===== src/rtl/road_rage_pkg.sv =====
// Shared constants, state encoding and lane remap for the road-rage generators.
package road_rage_pkg;

  localparam int SCREEN_H = 120;
  localparam int CAR_H    = 30;
  localparam int PLAYER_Y = 88;

  localparam logic [1:0] LANE_0   = 2'd0;
  localparam logic [1:0] LANE_1   = 2'd1;
  localparam logic [1:0] LANE_2   = 2'd2;
  localparam logic [1:0] LANE_OFF = 2'd3;

  // state    | meaning
  // SPAWN    | pick lanes for a new wave, park it at the top row
  // RUN      | wave scrolling down, collision watched every cycle
  // HOLD     | player hit, everything frozen until reset
  typedef enum logic [1:0] {
    ST_SPAWN = 2'd0,
    ST_RUN   = 2'd1,
    ST_HOLD  = 2'd2
  } gen_state_e;

  // Folds the two unusable patterns (no cars, all lanes blocked) onto legal masks.
  function automatic logic [2:0] remap(input logic [2:0] raw);
    logic [2:0] m;
    m = raw;
    if (raw == 3'b000) m = 3'b001;
    if (raw == 3'b111) m = 3'b110;
    return m;
  endfunction

endpackage


===== src/rtl/lfsr16.sv =====
// 16-bit Fibonacci LFSR, taps 16,14,13,11, shifting right; holds when en is low.
module lfsr16 #(
  parameter logic [15:0] SEED = 16'hACE1
) (
  input  logic        clk,
  input  logic        reset,
  input  logic        en,
  output logic [15:0] q
);

  logic [15:0] q_q;
  logic        fb_d;

  assign fb_d = q_q[0] ^ q_q[2] ^ q_q[3] ^ q_q[5];
  assign q    = q_q;

  // Shift register; new bit enters at the top.
  always_ff @(posedge clk or posedge reset) begin
    if (reset) begin
      q_q <= SEED;
    end else if (en) begin
      q_q <= {fb_d, q_q[15:1]};
    end
  end

endmodule


===== src/rtl/npc_lane_generator.sv =====
// NPC wave generator: lane pick, vertical scroll, player collision and wave score.
module npc_lane_generator
  import road_rage_pkg::*;
#(
  parameter int          SPEED     = 2,
  parameter logic [15:0] LFSR_SEED = 16'hACE1
) (
  input  logic       clk,
  input  logic       reset,
  input  logic       advance,
  input  logic [1:0] player_lane,
  output logic [2:0] lane_enable,
  output logic [6:0] car_y,
  output logic       collide_yes,
  output logic       draw_reset,
  output logic [7:0] score
);

  gen_state_e  state_q;
  logic [2:0]  lane_enable_q;
  logic [6:0]  car_y_q;
  logic        collide_q;
  logic        draw_reset_q;
  logic [7:0]  score_q;

  logic [15:0] lfsr_q;
  logic [7:0]  y8_d;
  logic [7:0]  car_y_d;
  logic        lane_hit_d;
  logic        band_hit_d;
  logic        hit_d;
  logic        wave_end_d;

  lfsr16 #(.SEED(LFSR_SEED)) u_lfsr (
    .clk   (clk),
    .reset (reset),
    .en    (state_q != ST_HOLD),
    .q     (lfsr_q)
  );

  assign y8_d       = {1'b0, car_y_q};
  assign car_y_d    = y8_d + 8'(SPEED);
  assign wave_end_d = (car_y_d >= 8'(SCREEN_H));
  assign band_hit_d = ((y8_d + 8'(CAR_H)) > 8'(PLAYER_Y)) &&
                      (y8_d < 8'(PLAYER_Y + CAR_H));
  assign hit_d      = lane_hit_d && band_hit_d;

  // Is the player's lane occupied by the current wave (off-road never is).
  always_comb begin
    lane_hit_d = 1'b0;
    case (player_lane)
      LANE_0:  lane_hit_d = lane_enable_q[0];
      LANE_1:  lane_hit_d = lane_enable_q[1];
      LANE_2:  lane_hit_d = lane_enable_q[2];
      default: lane_hit_d = 1'b0;
    endcase
  end

  // Wave sequencer with registered outputs; collision wins over a same-cycle advance.
  always_ff @(posedge clk or posedge reset) begin
    if (reset) begin
      state_q       <= ST_SPAWN;
      lane_enable_q <= 3'b000;
      car_y_q       <= 7'd0;
      collide_q     <= 1'b0;
      draw_reset_q  <= 1'b0;
      score_q       <= 8'd0;
    end else begin
      draw_reset_q <= 1'b0;
      case (state_q)
        ST_SPAWN: begin
          lane_enable_q <= remap(lfsr_q[2:0]);
          car_y_q       <= 7'd0;
          state_q       <= ST_RUN;
        end
        ST_RUN: begin
          if (hit_d) begin
            collide_q <= 1'b1;
            state_q   <= ST_HOLD;
          end else if (advance) begin
            if (wave_end_d) begin
              draw_reset_q <= 1'b1;
              if (score_q != 8'hFF) score_q <= score_q + 8'd1;
              state_q <= ST_SPAWN;
            end else begin
              car_y_q <= car_y_d[6:0];
            end
          end
        end
        ST_HOLD: begin
          collide_q <= 1'b1;
        end
        default: begin
          state_q <= ST_SPAWN;
        end
      endcase
    end
  end

  assign lane_enable = lane_enable_q;
  assign car_y       = car_y_q;
  assign collide_yes = collide_q;
  assign draw_reset  = draw_reset_q;
  assign score       = score_q;

endmodule


===== config.mk =====
export PLATFORM = sky130hd
export DESIGN_NAME = npc_lane_generator
export DESIGN_NICKNAME = d
export VERILOG_FILES = /design/src/rtl/road_rage_pkg.sv /design/src/rtl/lfsr16.sv /design/src/rtl/npc_lane_generator.sv
export SDC_FILE = /design/constraint.sdc
export NUM_CORES = 1
export LEC_CHECK = 0
export CAP_MARGIN = 20
export CORE_MARGIN = 2
export CORE_UTILIZATION = 40
export DETAILED_ROUTE_END_ITERATION = 12
export HOLD_SLACK_MARGIN = 0.1
export SLEW_MARGIN = 10
export SYNTH_ARGS = -nofsm -noshare
export SYNTH_HDL_FRONTEND = slang
export SYNTH_SLANG_ARGS = --single-unit

===== constraint.sdc =====
create_clock -name clk -period 3.2 [get_ports clk]
set_input_delay 0.32 -clock clk [delete_from_list [all_inputs] [get_ports clk]]
set_output_delay 0.32 -clock clk [all_outputs]
set_load 0.02 [all_outputs]

==> results.py <==
metrics = {
    "outcome": {
        "status": "finished clean",
    },
    "layout": {
        "multi_input_area_um2": 902.1,
        "diodes": 0,
        "nets": 208,
        "layout_common_cells": "29 x dfrtp_1, 23 x clkdlybuf4s50_1, 16 x mux2_2",
        "syn_to_final_growth_pct": 18.48,
        "regArea_um2": 935.9,
        "post-route-cell-area_um2": 2278,
        "drive_gt1_frac": 0.2050,
        "final_common_cell": "dfrtp_1",
        "n_fill_cell": 441,
    },
    "worst_setup_path": {
        "worstPathMaxFanout": 19,
        "crit_path_end_kind": "flop",
        "worstSetupPathType": "reg -> reg",
        "arrival_ns": 2.78,
        "cp_slowest_cell": "mux4_2",
        "crit_chain": "inv_1, ha_1, and2b_1, o21ai_1, mux4_2, a31oi_4, nand2_2, mux2_4",
        "worstPathRequired_ns": 3.37,
        "critPathMaxStageDelay_ns": 0.51,
        "crit_path_start_kind": "flop",
    },
    "placed_design": {
        "dp_hpwl_um": 2575,
        "gp_congestion": 0.8119,
        "dpl_cell_area_um2": 2177,
        "io_buffers": 23,
    },
    "sta": {
        "worst_pin_slew_ns": 0.7845,
        "maxSlewHeadroom": 0.4770,
        "setup_viol": 0,
        "slew_violations": 0,
        "fin_skew_ns": 0.006153,
        "fin_crit_sh": 0.8153,
        "fmax_ghz": 0.3833,
        "rsz0062_at_grt": "no",
        "fin_crit_ns": 2.609,
        "hold_viol": 0,
        "setup_tns_ns": 0,
    },
    "synth": {
        "synthCells": 177,
        "yosysUniqueCellTypes": 47,
        "ys.flop_type": "dfrtp_1",
        "ys_seq_area_frac": 0.4867,
        "syn-num-nets": 186,
        "yosys_warnings": 0,
        "syn_avg_cell_area_um2": 10.86,
        "ys_ff_latch": 37,
        "synth_edf_count": 0,
        "syn_area_um2": 1923,
        "async_flop_share": 1.000,
    },
    "clock_tree": {
        "clk_pin_slew_ns": 0.07,
        "clk_latency_ns": 0.29,
        "cts_setup_buffers": 0,
        "cts_resized": 0,
        "cts_buffer_depth": 2,
        "cts_hold_buf": 0,
        "root_buffer": "clkbuf_8",
        "clock-sinks": 37,
        "htree_num_levels": 2,
        "cts_tree": "yes",
        "tritoncts.num_buffers": 5,
    },
    "floorplan": {
        "die_w_um": 73.34,
        "die-area_um2": 5378,
        "start_util": 0.4099,
        "rows": 25,
        "core-area_um2": 4692,
        "boundaryPins": 25,
        "fp.dieH_um": 73.34,
    },
    "grt": {
        "grt_pass1_wl_um": 6016,
        "groute.usage.overall": 0.1457,
        "antenna_found_initial": 0,
        "grt_pass1_vias": 1347,
        "grt_overflow": 0,
        "grt_max_degree": 38,
    },
    "hold_path": {
        "hold_class": "in -> async",
    },
    "routing": {
        "post_drt_wl_per_cell_um": 14.17,
        "dr.pass1.iters": 4,
        "vias": 1340,
        "drtIter0Drc": 64,
        "ant_nets": 0,
        "drcViolationCount": 0,
        "routed_wl_um": 3600,
        "via_per_inst": 5.276,
    },
    "pwr": {
        "power_density_nw_per_um2": 677.6,
        "p_leak_nw": 1.009,
        "ir_drop_mv": 0.3001,
    },
    "job": {
        "maxCapViolations": 0,
    },
}
## report_power, final
part           switching (W)  internal, W
combinational       0.000280     0.000253
clock               0.000157     0.000194
sequential          0.000122     0.000537
## synthesized netlist by cell type, types with 2 or more instances
cell | number | share of area
a21o_1 | 2 | 0.0078
a21oi_1 | 11 | 0.029
a221o_1 | 2 | 0.010
and3_1 | 4 | 0.013
buf_2 | 2 | 0.0052
buf_4 | 2 | 0.0078
clkbuf_1 | 4 | 0.0078
dfrtp_1 | 29 | 0.38
dfstp_2 | 8 | 0.11
ha_1 | 4 | 0.026
inv_1 | 9 | 0.018
mux2_2 | 16 | 0.094
mux2_4 | 2 | 0.016
nand2_1 | 13 | 0.025
nand2b_1 | 2 | 0.0065
nand3_1 | 10 | 0.026
nand3_2 | 2 | 0.010
nand4_1 | 2 | 0.0065
nor2_1 | 9 | 0.018
nor2b_1 | 2 | 0.0065
nor3_1 | 2 | 0.0052
o211ai_1 | 2 | 0.0078
o21ai_0 | 4 | 0.010
o21ai_1 | 3 | 0.0078
xnor2_1 | 9 | 0.041
## metrics by stage
step	hold WS, ns	std cells	setup WS [ns]	total power, W	utilization
2_1_floorplan	0.4750	177	0.8749	0.001040	-
3_3_place_gp	0.4590	246	0.7151	0.001176	0.4640
3_5_place_dp	0.4639	246	0.6035	0.001200	0.4640
4_1_cts	0.4505	254	0.5849	0.001559	0.4856
5_1_grt	0.4824	254	0.3958	0.001651	0.4856
6_report	0.4406	254	0.5912	0.001544	0.4856
## worst paths after layout
| path | slack (ns) | start | cells after the start | endpoint |
|---|---|---|---|---|
| worst min-delay path | 0.44 | reset | 3 | score[4]$_DFFE_PP0P_ |
| worst min register to register | 0.49 | collide_yes$_DFFE_PP0P_ | 1 | collide_yes$_DFFE_PP0P_ |
| max in group asynchronous | 2.41 | reset | 3 | u_lfsr.q[7]$_DFFE_PP1N_ |
| worst max register to register | 0.59 | car_y[2]$_DFFE_PP0P_ | 8 | score[1]$_DFFE_PP0P_ |
| worst max-delay path | 0.59 | car_y[2]$_DFFE_PP0P_ | 8 | score[1]$_DFFE_PP0P_ |
| min in group clk | 0.49 | collide_yes$_DFFE_PP0P_ | 1 | collide_yes$_DFFE_PP0P_ |
## cell type report
class	instances	area share
Sequential cell	37	0.4108
Multi-Input combinational cell	122	0.3959
Timing Repair Buffer	24	0.1043
Clock buffer	7	0.04228
Tap cell	54	0.02965
Inverter	9	0.01483
Clock inverter	1	0.002197
## state kept, by name, indices dropped and copies added, names as in the netlist
| signal | count |
|---|---|
| lane_enable | 3 |
| score | 8 |
| collide_yes | 1 |
| state_q | 2 |
| draw_reset | 1 |
| u_lfsr.q | 16 |
| car_y | 6 |
## logic make-up after synthesis
logic type,synth area share
buffers and inverters,0.04424
flip-flops,0.4867
adder cells (fa/ha/maj),0.03123
multiplexers,0.1262
AND/OR/NAND/NOR,0.1509
other,0.001950
AO/OA/AOI/OAI,0.1132
XOR/XNOR,0.04555
## critical path: cells and delay by family (launching register included)
kind / cells / cell delay (ns)
adder cells (fa/ha/maj): 1 / 0.20
AND/OR/NAND/NOR: 2 / 0.30
flip-flops: 1 / 0.46
multiplexers: 2 / 0.83
AO/OA/AOI/OAI: 2 / 0.57
buffers and inverters: 1 / 0.13
## routing by layer
| metal | up-vias | global-route usage | part of all wire |
|---|---|---|---|
| met4 | 0 | 0.06061 | 0.010 |
| met3 | 5 | 0.04115 | 0.034 |
| li1 | 664 | - | - |
| met1 | 649 | 0.1891 | 0.48 |
| met2 | 22 | 0.2292 | 0.48 |
| met5 | - | 0 | 0 |
Power figures use the tool's default switching activity.
